`config.mk`:
```
export PLATFORM = sky130hd
export DESIGN_NAME = onoff_controller_flat
export DESIGN_NICKNAME = d
export VERILOG_FILES = /design/src/rtl/onoff_pkg.sv /design/src/rtl/onoff_if.sv /design/src/rtl/onoff_key_debounce.sv /design/src/rtl/onoff_controller.sv /design/src/flat_wrapper.sv
export SDC_FILE = /design/constraint.sdc
export NUM_CORES = 1
export LEC_CHECK = 0
export BUFFER_PORTS_ARGS = -buffer_cell sky130_fd_sc_hd__buf_2
export CAP_MARGIN = 25
export CORE_UTILIZATION = 45
export CTS_CLUSTER_SIZE = 24
export DETAILED_ROUTE_END_ITERATION = 16
export HOLD_SLACK_MARGIN = 0.02
export SYNTH_ARGS = -nofsm -noshare
export SYNTH_HDL_FRONTEND = slang
export SYNTH_SLANG_ARGS = --single-unit
```
`constraint.sdc`:
```
create_clock -name clk -period 3.3 [get_ports clk]
set_clock_uncertainty 0.2 [all_clocks]
set_input_delay 0 -clock clk [delete_from_list [all_inputs] [get_ports clk]]
set_output_delay 0 -clock clk [all_outputs]
set_load 0.01 [all_outputs]
```
`src/rtl/onoff_pkg.sv`:
```
// Shared types and defaults for the push-button power on/off controller.
package onoff_pkg;

  // Encoding picked so onoff is bit 0 and busy is bit 1 of the state register.
  typedef enum logic [1:0] {
    ST_OFF       = 2'b00,
    ST_ON        = 2'b01,
    ST_DOWN_WAIT = 2'b10,
    ST_UP_WAIT   = 2'b11
  } state_e;

  typedef enum logic [1:0] {
    FC_NONE    = 2'b00,
    FC_EXT     = 2'b01,
    FC_TIMEOUT = 2'b10
  } fault_cause_e;

  localparam int unsigned DEF_DEBOUNCE_CYCLES = 4;
  localparam int unsigned DEF_TIMEOUT_CYCLES  = 32;
  localparam int unsigned DEF_SETTLE_CYCLES   = 12;

  function automatic int unsigned max_u(input int unsigned a, input int unsigned b);
    return (a > b) ? a : b;
  endfunction

  // The first recorded cause is kept until explicitly acknowledged.
  function automatic fault_cause_e latch_cause(input fault_cause_e cur,
                                               input fault_cause_e cause);
    return (cur == FC_NONE) ? cause : cur;
  endfunction

endpackage

```
`src/rtl/onoff_if.sv`:
```
// Handshake between the on/off controller and its environment.
interface onoff_if;
  import onoff_pkg::*;

  logic         key_n;
  logic         fault;
  logic         ready;
  logic         onoff;
  logic         busy;
  fault_cause_e fault_cause;

  modport master (
    output key_n,
    output fault,
    output ready,
    input  onoff,
    input  busy,
    input  fault_cause
  );

  modport slave (
    input  key_n,
    input  fault,
    input  ready,
    output onoff,
    output busy,
    output fault_cause
  );

endinterface

```
`src/rtl/onoff_key_debounce.sv`:
```
// Two-flop synchronizer plus debouncer for the active-low push-button;
// emits a one-cycle registered pulse when the accepted level falls.
module key_debounce
  import onoff_pkg::*;
#(
  parameter int unsigned DEBOUNCE_CYCLES = DEF_DEBOUNCE_CYCLES
) (
  input  logic clk,
  input  logic reset,
  input  logic key_n,
  output logic press
);

  localparam int unsigned      CNT_W    = $clog2(DEBOUNCE_CYCLES + 1);
  localparam logic [CNT_W-1:0] CNT_LAST = CNT_W'(DEBOUNCE_CYCLES - 1);

  logic [1:0]       sync_q;
  logic             level_q;
  logic [CNT_W-1:0] cnt_q;

  // Reset to the released level so leaving reset never produces a pulse.
  always_ff @(posedge clk) begin
    if (reset) begin
      sync_q  <= 2'b11;
      level_q <= 1'b1;
      cnt_q   <= '0;
      press   <= 1'b0;
    end else begin
      sync_q <= {sync_q[0], key_n};
      press  <= 1'b0;
      if (sync_q[1] == level_q) begin
        cnt_q <= '0;
      end else if (cnt_q == CNT_LAST) begin
        level_q <= sync_q[1];
        cnt_q   <= '0;
        press   <= ~sync_q[1];
      end else begin
        cnt_q <= cnt_q + CNT_W'(1);
      end
    end
  end

endmodule

```
`src/rtl/onoff_controller.sv`:
```
// Push-button power request controller: debounced key, ready handshake
// with timeout, settle time after power-down and sticky fault reporting.
//
// state        | meaning
// -------------+-----------------------------------------------------------
// ST_OFF       | power off; press powers up, or acknowledges a stored fault
// ST_UP_WAIT   | onoff asserted, waiting for ready (bounded by timeout)
// ST_ON        | powered; press, fault or lost ready powers down
// ST_DOWN_WAIT | onoff released, waiting for ready low and settle time
module onoff_controller
  import onoff_pkg::*;
#(
  parameter int unsigned DEBOUNCE_CYCLES = DEF_DEBOUNCE_CYCLES,
  parameter int unsigned TIMEOUT_CYCLES  = DEF_TIMEOUT_CYCLES,
  parameter int unsigned SETTLE_CYCLES   = DEF_SETTLE_CYCLES
) (
  input logic    clk,
  input logic    reset,
  onoff_if.slave bus
);

  localparam int unsigned WAIT_MAX = max_u(TIMEOUT_CYCLES, SETTLE_CYCLES);
  localparam int unsigned WAIT_W   = $clog2(WAIT_MAX + 1);

  logic              press;
  state_e            state_q, state_d;
  fault_cause_e      fc_q, fc_d;
  logic [WAIT_W-1:0] wait_q;
  logic              timeout_hit;
  logic              settle_done;

  key_debounce #(
    .DEBOUNCE_CYCLES(DEBOUNCE_CYCLES)
  ) u_key_debounce (
    .clk   (clk),
    .reset (reset),
    .key_n (bus.key_n),
    .press (press)
  );

  // wait_q counts edges since state entry, so the decision on the Nth edge
  // after entry sees N-1 here.
  assign timeout_hit = (wait_q >= WAIT_W'(TIMEOUT_CYCLES - 1));
  assign settle_done = (wait_q >= WAIT_W'(SETTLE_CYCLES - 1));

  always_ff @(posedge clk) begin
    if (reset) begin
      state_q <= ST_OFF;
      fc_q    <= FC_NONE;
      wait_q  <= '0;
    end else begin
      state_q <= state_d;
      fc_q    <= fc_d;
      if (state_d != state_q) begin
        wait_q <= '0;
      end else if (wait_q != WAIT_W'(WAIT_MAX)) begin
        wait_q <= wait_q + WAIT_W'(1);
      end
    end
  end

  // Fault always outranks a press arriving in the same cycle.
  always_comb begin
    state_d = state_q;
    fc_d    = fc_q;
    case (state_q)
      ST_OFF: begin
        if (press && !bus.fault) begin
          if (fc_q != FC_NONE) begin
            fc_d = FC_NONE;
          end else begin
            state_d = ST_UP_WAIT;
          end
        end
      end
      ST_UP_WAIT: begin
        if (bus.fault) begin
          state_d = ST_DOWN_WAIT;
          fc_d    = latch_cause(fc_q, FC_EXT);
        end else if (bus.ready) begin
          state_d = ST_ON;
        end else if (timeout_hit) begin
          state_d = ST_DOWN_WAIT;
          fc_d    = latch_cause(fc_q, FC_TIMEOUT);
        end
      end
      ST_ON: begin
        if (bus.fault) begin
          state_d = ST_DOWN_WAIT;
          fc_d    = latch_cause(fc_q, FC_EXT);
        end else if (!bus.ready) begin
          state_d = ST_DOWN_WAIT;
          fc_d    = latch_cause(fc_q, FC_TIMEOUT);
        end else if (press) begin
          state_d = ST_DOWN_WAIT;
        end
      end
      ST_DOWN_WAIT: begin
        if (!bus.ready && settle_done) begin
          state_d = ST_OFF;
        end
      end
      default: begin
        state_d = ST_OFF;
      end
    endcase
  end

  always_comb begin
    bus.onoff       = (state_q == ST_UP_WAIT) || (state_q == ST_ON);
    bus.busy        = (state_q == ST_UP_WAIT) || (state_q == ST_DOWN_WAIT);
    bus.fault_cause = fc_q;
  end

endmodule

```
`src/flat_wrapper.sv`:
```
// flat-port wrapper written by rule: the top's interface ports become plain ports
module onoff_controller_flat import onoff_pkg::*;
#(
  parameter int unsigned DEBOUNCE_CYCLES = DEF_DEBOUNCE_CYCLES,
  parameter int unsigned TIMEOUT_CYCLES  = DEF_TIMEOUT_CYCLES,
  parameter int unsigned SETTLE_CYCLES   = DEF_SETTLE_CYCLES
)
  (clk, reset, bus_key_n, bus_fault, bus_ready, bus_onoff, bus_busy, bus_fault_cause);
  onoff_if bus_i ();
  input logic clk;
  input logic reset;
  input wire logic [$bits(bus_i.key_n)-1:0] bus_key_n;
  input wire logic [$bits(bus_i.fault)-1:0] bus_fault;
  input wire logic [$bits(bus_i.ready)-1:0] bus_ready;
  output wire logic [$bits(bus_i.onoff)-1:0] bus_onoff;
  output wire logic [$bits(bus_i.busy)-1:0] bus_busy;
  output wire logic [$bits(bus_i.fault_cause)-1:0] bus_fault_cause;
  assign bus_i.key_n = bus_key_n;
  assign bus_i.fault = bus_fault;
  assign bus_i.ready = bus_ready;
  assign bus_onoff = bus_i.onoff;
  assign bus_busy = bus_i.busy;
  assign bus_fault_cause = bus_i.fault_cause;
  onoff_controller #(.DEBOUNCE_CYCLES(DEBOUNCE_CYCLES), .TIMEOUT_CYCLES(TIMEOUT_CYCLES), .SETTLE_CYCLES(SETTLE_CYCLES)) u_core (.clk(clk), .reset(reset), .bus(bus_i));
endmodule
```
Word level (Yosys, flattened, before mapping) --
Index checks and enable logic that the tools add are counted. Widths: inputs -> output; s select.
Word-level totals: register bits 17, bits in latches 0, RAM bits 0, memory bits (read-only) 0, input bits 5, word-level logic and storage cells 61, memories kept 0
Operators by class: add/sub/neg operators 2, multiply operators 0, div/mod/pow operators 0, $lt $le $gt $ge 2, equal/unequal tests 12, shifts and indexed selects 0, mux-type cells 20, bitwise logic cells 3, reduce and logical (&&, ||, !) cells 15
Operators by type and width (count):
- $mux 2 | 18
- $pmux 2 s4 | 1
- $add 6x1->6 const B | 1
- $ge 6x4->1 const B | 1
- $ge 6x5->1 const B | 1
- $ne 3x3->1 const B | 2
- $ne 6x6->1 const B | 1
- $pmux 2 s3 | 1
- $reduce_and 6->1 | 1
- $reduce_or 3->1 | 2
- $eq 2x2->1 const B | 2
- $logic_not 2->1 | 2
- $ne 2x1->1 const B | 2
- $add 3x1->3 const B | 1
- $eq 3x2->1 const B | 1
- $ne 3x2->1 const B | 1
- $not 1->1 | 3
- $reduce_bool 3->1 | 1
- $eq 2x1->1 const B | 1
- $logic_and 1x1->1 | 2
- $logic_not 1->1 | 2
- $logic_or 1x1->1 | 2
- $ne 2x2->1 | 1
- $reduce_and 2->1 | 1
- 3 further kinds | 3

Logic depth before layout (Yosys ltp) --
Gate-level depths: netlist (run 1).
depth in word-level cells 7, depth in mapped cells 6, gate-level depth less buffers 6

Hierarchy --
From an unflattened synthesis (run 1), not the netlist that was laid out.
Second synthesis, totals: cell total of the unflattened synthesis 92, area total of the unflattened synthesis 875.8 um^2
By module, submodules not included:
- onoff_controller | times used 1, cells an instance 73, area an instance 629.4 um^2
- key_debounce | times used 1, cells an instance 19, area an instance 246.5 um^2

Worst setup path before layout (run 1) --
OpenSTA, ideal clock, no wires.
path type register to register, from register u_core.wait_q[0], to register u_core.wait_q[2], data arrival time 1253 ps, data required time 3012 ps, setup slack 1759 ps, stages on the path, launching flop included 6, period minus slack after synthesis 1541 ps, path through dfxtp_1 -> ha_1 -> o21ai_1 -> a21oi_1 -> a31o_2 -> nor4_2
On the way: longest elaborated chain between the ends 7, elaborated cells on any way between the ends 12, those cells by class add/sub: 1; order compare: 2; eq/ne: 2; mux: 5; reduce/logical: 2
Ends and longest elaborated chain:
- start, declared | RTL line onoff_controller.sv:28 | logic [WAIT_W-1:0] wait_q;
- start signal, assigned | RTL line onoff_controller.sv:57 | wait_q <= wait_q + WAIT_W'(1);
- $ge 6x5->1 | RTL line onoff_controller.sv:43 | assign timeout_hit = (wait_q >= WAIT_W'(TIMEOUT_CYCLES - 1));
- $mux 2 | RTL line onoff_controller.sv:82 | end else if (timeout_hit) begin
- $mux 2 | RTL line onoff_controller.sv:80 | end else if (bus.ready) begin
- $mux 2 | RTL line onoff_controller.sv:77 | if (bus.fault) begin
- $pmux 2 s4 | RTL line onoff_controller.sv:66 | case (state_q)
- $ne 2x2->1 | RTL line onoff_controller.sv:54 | if (state_d != state_q) begin
- $reduce_or 2->1 (no source line)
Parallel ways exist; a longest one is shown, timed or not. A chain may end at the register's enable or synchronous reset.

Worst setup path after layout (run 1) --
from register u_core.wait_q[1], to register u_core.state_q[0]
On the way: longest elaborated chain between the ends 5, elaborated cells on any way between the ends 8, those cells by class order compare: 2; mux: 5; reduce/logical: 1
Ends and longest elaborated chain:
- $ge 6x5->1 | RTL line onoff_controller.sv:43
- $mux 2 | RTL line onoff_controller.sv:82
- $mux 2 | RTL line onoff_controller.sv:80
- $mux 2 | RTL line onoff_controller.sv:77
- $pmux 2 s4 * | RTL line onoff_controller.sv:66
- end signal, assigned | RTL line onoff_controller.sv:52 | state_q <= state_d;
- end, declared | RTL line onoff_controller.sv:26 | state_e state_q, state_d;
Every way passes the cells marked *; elsewhere a longest branch is shown, timed or not.

==> results.cfg, run 1 <==
[logic_synthesis]
synth_most_common_cell = dfxtp_1
muxShareOfSynthArea_pct = 4.11
synth.avg_cell_area_sq_um = 9.48
synthTopCellsByArea = dfxtp_1, ha_1, nor2_1, nor3_1, xnor2_1
synthAdderAreaFrac_pct = 5.87
yosys.area_share.simple_pct = 24.8
async_flop_share_pct = 0
synth_seq_cells = 17
ys.flop_type = dfxtp_1
synth_edf_count = 0
synthCells = 90
synth_area_leader_cell = dfxtp_1
synth_top_family_by_area = simple AND/OR/NAND/NOR gates
netlist_area_sq_um = 853
synth.distinct_cells = 32
synth_xor_xnor_area_share_pct = 6.16
synth_top_area_share_pct = 39.9
synth_nets = 99
synth_common_cells = dfxtp_1, nor2_1, nor3_1, inv_1, nand2_1
seq_area_frac_synth_pct = 39.9
synth_compound_area_share_pct = 14.7
yosysWarnings = 0

[cts]
cts_tree = yes
clkLatencyLatePin_ps = 300
cts_buffers = 3
root_buffer = clkbuf_4
clk_pin_slew_worst_paths_ps = 100
cts_resized = 0
cts_max_path_buffers = 2
clock-sinks = 17
h-tree-depth = 1

[drt]
routed_wl_microns = 1470
num_vias = 640
wl_per_cell_microns = 11.4
drt_drc_violations_left = 0
avgViaCountPerCell = 4.96
first_iter_violations = 5
dr.pass1.iters = 4
ant_nets = 0

[timing]
tns_ps = 0
setup_viol = 0
relSlewSlack_pct = 78.4
hold_viol = 0
finalMaxSlewViolations = 0
fmax_mhz = 486
rsz0062_at_grt = false
max_slew.worst_pin.slew_ps = 322
fin_crit_sh_pct = 62.3
fin_crit_ps = 2060

[cells_and_area]
final_nets = 114
final_cell_area_sq_um = 996
drive_gt1_share_pct = 21.2
num_antenna_cells = 0
area_delta_synth_final_pct = 16.7

[setup_path]
path_buf_inv = 1
worstSetupPathType = reg -> reg
critical_path.top_delay_family = buffers and inverters
cp.required_ps = 3290
critPathSlowestCell = dlygate4sd3_1
arrival_ps = 2050
max_stage_delay_ps = 560
setup.worst_path.start_class = flop
endpoint_kind = flop
cp_max_fo = 4
crit_path_cell_trace = ha_1 -> nand2_1 -> o2111a_1 -> nor2_1 -> a21oi_1 -> dlygate4sd3_1

[grt]
grt_max_degree = 11
grt_antenna_before_repair = 0
grt.overflow.total = 0
grt_pass1_wl_microns = 2410
grt_use_total_pct = 16.4
grt_pass1_vias = 561

[floorplan]
row_count = 15
start_util_pct = 48.9
die_w_microns = 45.5
die_y_microns = 45.5
die_area_sq_mm = 0.00207
core-area_sq_mm = 0.00175
io_pins = 9

[power]
p_leak_nw = 0.381
p_total_w = 0.000358
vdd_drop_max_mv = 0.200
power_density_mw_per_mm2 = 360

[placement]
gp_congestion = 0.854
placed_area_sq_um = 908
hpwl_microns = 1040
numPortBuffers = 8

[outcome]
status = completed

[min_path]
hp-class = reg -> reg

[run]
cap_violations = 0
## through the flow
stage | util (%) | setup WS (ps) | hold slack [ps] | cells
finish | 57.1 | 1240 | 224 | 129
global route | 57.1 | 1140 | 244 | 129
CTS | 57.1 | 1260 | 227 | 129
detailed placement | 52.0 | 1650 | -13.4 | 119
global placement | 52.0 | 1610 | -13.6 | 119
floorplan | - | 1760 | -96.2 | 90
## worst paths after layout
check | from | endpoint | slack (ps) | cells past startpoint
setup / recovery | u_core.wait_q[1] | u_core.state_q[0] | 1240 | 6
hold / removal | u_core.u_key_debounce.sync_q[0] | u_core.u_key_debounce.sync_q[1] | 220 | 1
setup reg to reg | u_core.wait_q[1] | u_core.state_q[0] | 1240 | 6
hold reg to reg | u_core.u_key_debounce.sync_q[0] | u_core.u_key_debounce.sync_q[1] | 220 | 1
## cell usage in the layout, fill, tap and decap left out, types with 2 or more instances in the layout
cell type	count
or2_2	2
ha_1	4
dlygate4sd3_1	6
a21oi_1	3
buf_2	8
clkbuf_4	3
nor2b_1	3
inv_1	6
nand2_1	5
nor3_1	7
dfxtp_1	17
nand3_1	2
mux2i_1	2
xnor2_1	4
o21ai_0	3
xor2_1	2
nor2_1	10
## logic make-up after synthesis
family	after synthesis
compound gates	15
simple gates	35
mux	3
flops	17
fa+ha+maj	4
xor+xnor	6
buf+inv	10
## registers in the layout, indices dropped and copies added (netlist names)
name                           count
u_core.wait_q                      6
u_core.u_key_debounce.cnt_q        3
u_core.bus.fault_cause             2
u_core.state_q                     2
u_core.u_key_debounce.sync_q       2
u_core.u_key_debounce.level_q      1
u_core.u_key_debounce.press        1
## final cells by class
cell class,count,area (sq um)
clock buffer,3,22.5
sequential,17,340
timing repair buffer,14,100
inverter,6,22.5
fill,169,749
clock inverter,1,5.00
multi-input combinational,63,474
tap,25,31.3
## where the power goes
group / total, W / switching (W) / internal, W
combinational: 0.0000282 / 0.0000130 / 0.0000152
sequential: 0.000214 / 0.00000465 / 0.000210
clock: 0.000116 / 0.0000705 / 0.0000452
total: 0.000358 / 0.0000881 / 0.000270
## per-layer routing
metal / up-vias / track usage [%] / share of wire, %
met2: 7 / 23.7 / 44
met3: 4 / 3.57 / 2.5
met5: - / 0 / 0
met1: 289 / 23.3 / 52
li1: 340 / - / -
met4: 0 / 7.27 / 1.6
## repair_timing
item	CTS	global route
setup buffers	0	0
hold endpoints to repair	17	0
hold buffers	6	0
Power figures use the tool's default switching activity.
==> inputs of run 2 (changes only) <==
==> constraint.sdc (replaced) <==
create_clock -name clk -period 1.95 [get_ports clk]
set_clock_uncertainty 0.2 [all_clocks]
set_input_delay 0 -clock clk [delete_from_list [all_inputs] [get_ports clk]]
set_output_delay 0 -clock clk [all_outputs]
set_load 0.01 [all_outputs]
==> run 2 against run 1 <==
Sequential power is 70% higher. Utilization is 0.57 points lower. Register-to-register slack worse by 950 ps. Sequential cell count stayed put. Critical endpoint is now u_core.wait_q[2]. Highest routed layer unchanged.
==> results.cfg, run 2 (synthesis gave the netlist of run 1 again) <==
[cells_and_area]
largest_reg_flops = 6
seqCellArea_sq_um = 340
mostFrequentLayoutCells = dfxtp_1, nor2_1, buf_2
final_common_cell = dfxtp_1
multi_input_area_sq_um = 474
num_antenna_cells = 0
final_nets = 113
drive_gt1_share_pct = 21.4
largest_register = u_core.wait_q
reg.largest.list = u_core.wait_q x6, u_core.u_key_debounce.cnt_q x3
area_delta_synth_final_pct = 15.5
fillCellCount = 170

[min_path]
hp-class = reg -> reg

[grt]
grt_antenna_before_repair = 0
grt_pass1_vias = 549
grt_use_total_pct = 16.3
grt.overflow.total = 0
grt_pass1_wl_microns = 2380
grt_max_degree = 11

[timing]
fin_crit_sh_pct = 85.2
fin_crit_ps = 1660
relSlewSlack_pct = 77.7
setup_viol = 0
fin_ws_ps = 289
fmax_mhz = 602
max_slew.worst_pin.slew_ps = 334
rsz0062_at_grt = false
hold_viol = 0
tns_ps = 0
finalMaxSlewViolations = 0

[placement]
gp_congestion = 0.854
numPortBuffers = 8
hpwl_microns = 1040
post-place-ws_ps = 303

[cts]
cts_buffers = 3
clkLatencyLatePin_ps = 290
cts_max_path_buffers = 2
clock-sinks = 17
clk_pin_slew_worst_paths_ps = 100
post-cts-setup-buffer-count = 0
h-tree-depth = 1
root_buffer = clkbuf_4
cts_tree = yes

[floorplan]
start_util_pct = 48.9
io_pins = 9
row_count = 15
core-area_sq_mm = 0.00175
die_area_sq_mm = 0.00207
die_w_microns = 45.5
die_y_microns = 45.5

[drt]
wl_per_cell_microns = 11.3
avgViaCountPerCell = 4.95
num_vias = 634
wirelength_met1_microns = 766
ant_nets = 0
met2_length_microns = 624
highest_layer = met4
wl_met3_microns = 38
first_iter_violations = 5
dr.pass1.iters = 4
drt_drc_violations_left = 0
routed_wl_microns = 1450

[setup_path]
setup.worst_path.start_class = flop
worstSetupPathType = reg -> reg
endpoint_kind = flop
cp_max_fo = 6
arrival_ps = 1670
cp.required_ps = 1960

[power]
vdd_drop_max_mv = 0.337
power_density_mw_per_mm2 = 613
p_leak_nw = 0.374

[run]
cap_violations = 0

[outcome]
status = completed
[run 2: path summary, 6_finish.rpt]
| kind | from | to | slack, ps | depth (start not counted) |
|---|---|---|---|---|
| setup / recovery | u_core.wait_q[1] | u_core.wait_q[2] | 290 | 5 |
| setup reg to reg | u_core.wait_q[1] | u_core.wait_q[2] | 290 | 5 |
| hold / removal | u_core.u_key_debounce.sync_q[0] | u_core.u_key_debounce.sync_q[1] | 220 | 1 |
| hold reg to reg | u_core.u_key_debounce.sync_q[0] | u_core.u_key_debounce.sync_q[1] | 220 | 1 |
[run 2: timing repair]
item | in CTS | in global routing
hold buffers | 5 | 0
gates resized for setup | 0 | 0
hold endpoints to repair | 17 | 0
[run 2: layer usage]
layer	track usage (%)	up-vias
li1	-	339
met2	23.1	7
met3	3.57	4
met5	0	-
met1	23.3	284
met4	7.27	0
[run 2: cell type report]
class                   instances  share of cell area, %
multi-input cells              63                   48.1
inverters                       6                   2.28
well taps                      25                   3.17
clock inverters                 1                  0.508
flip-flops and latches         17                   34.5
repair buffers                 13                   9.14
clock buffers                   3                   2.28
[run 2: through the flow]
step / cells / util, % / power, W / hold WS, ps / area (sq um)
finish: 128 / 56.5 / 0.000604 / 224 / 986
CTS: 128 / 56.5 / 0.000611 / 227 / 986
detailed placement: 119 / 52.0 / 0.000411 / -13.4 / 908
global placement: 119 / 52.0 / 0.000411 / -13.6 / 908
global route: 128 / 56.5 / 0.000637 / 244 / 986
floorplan: 90 / - / 0.000399 / -96.2 / 853
[run 2: worst max-delay path: stages (launching register included)]
cell	delay, ps
dfxtp_1	350
ha_1	230
o21ai_1	140
a21oi_1	100
a31o_2	300
nor4_2	260
[run 2: power breakdown]
part / switching [W] / leakage [nW] / total [W] / internal [W]
sequential: 0.00000788 / 0.138 / 0.000363 / 0.000355
combinational: 0.0000219 / 0.218 / 0.0000476 / 0.0000258
clock: 0.000117 / 0.0177 / 0.000194 / 0.0000763
total: 0.000147 / 0.374 / 0.000604 / 0.000457
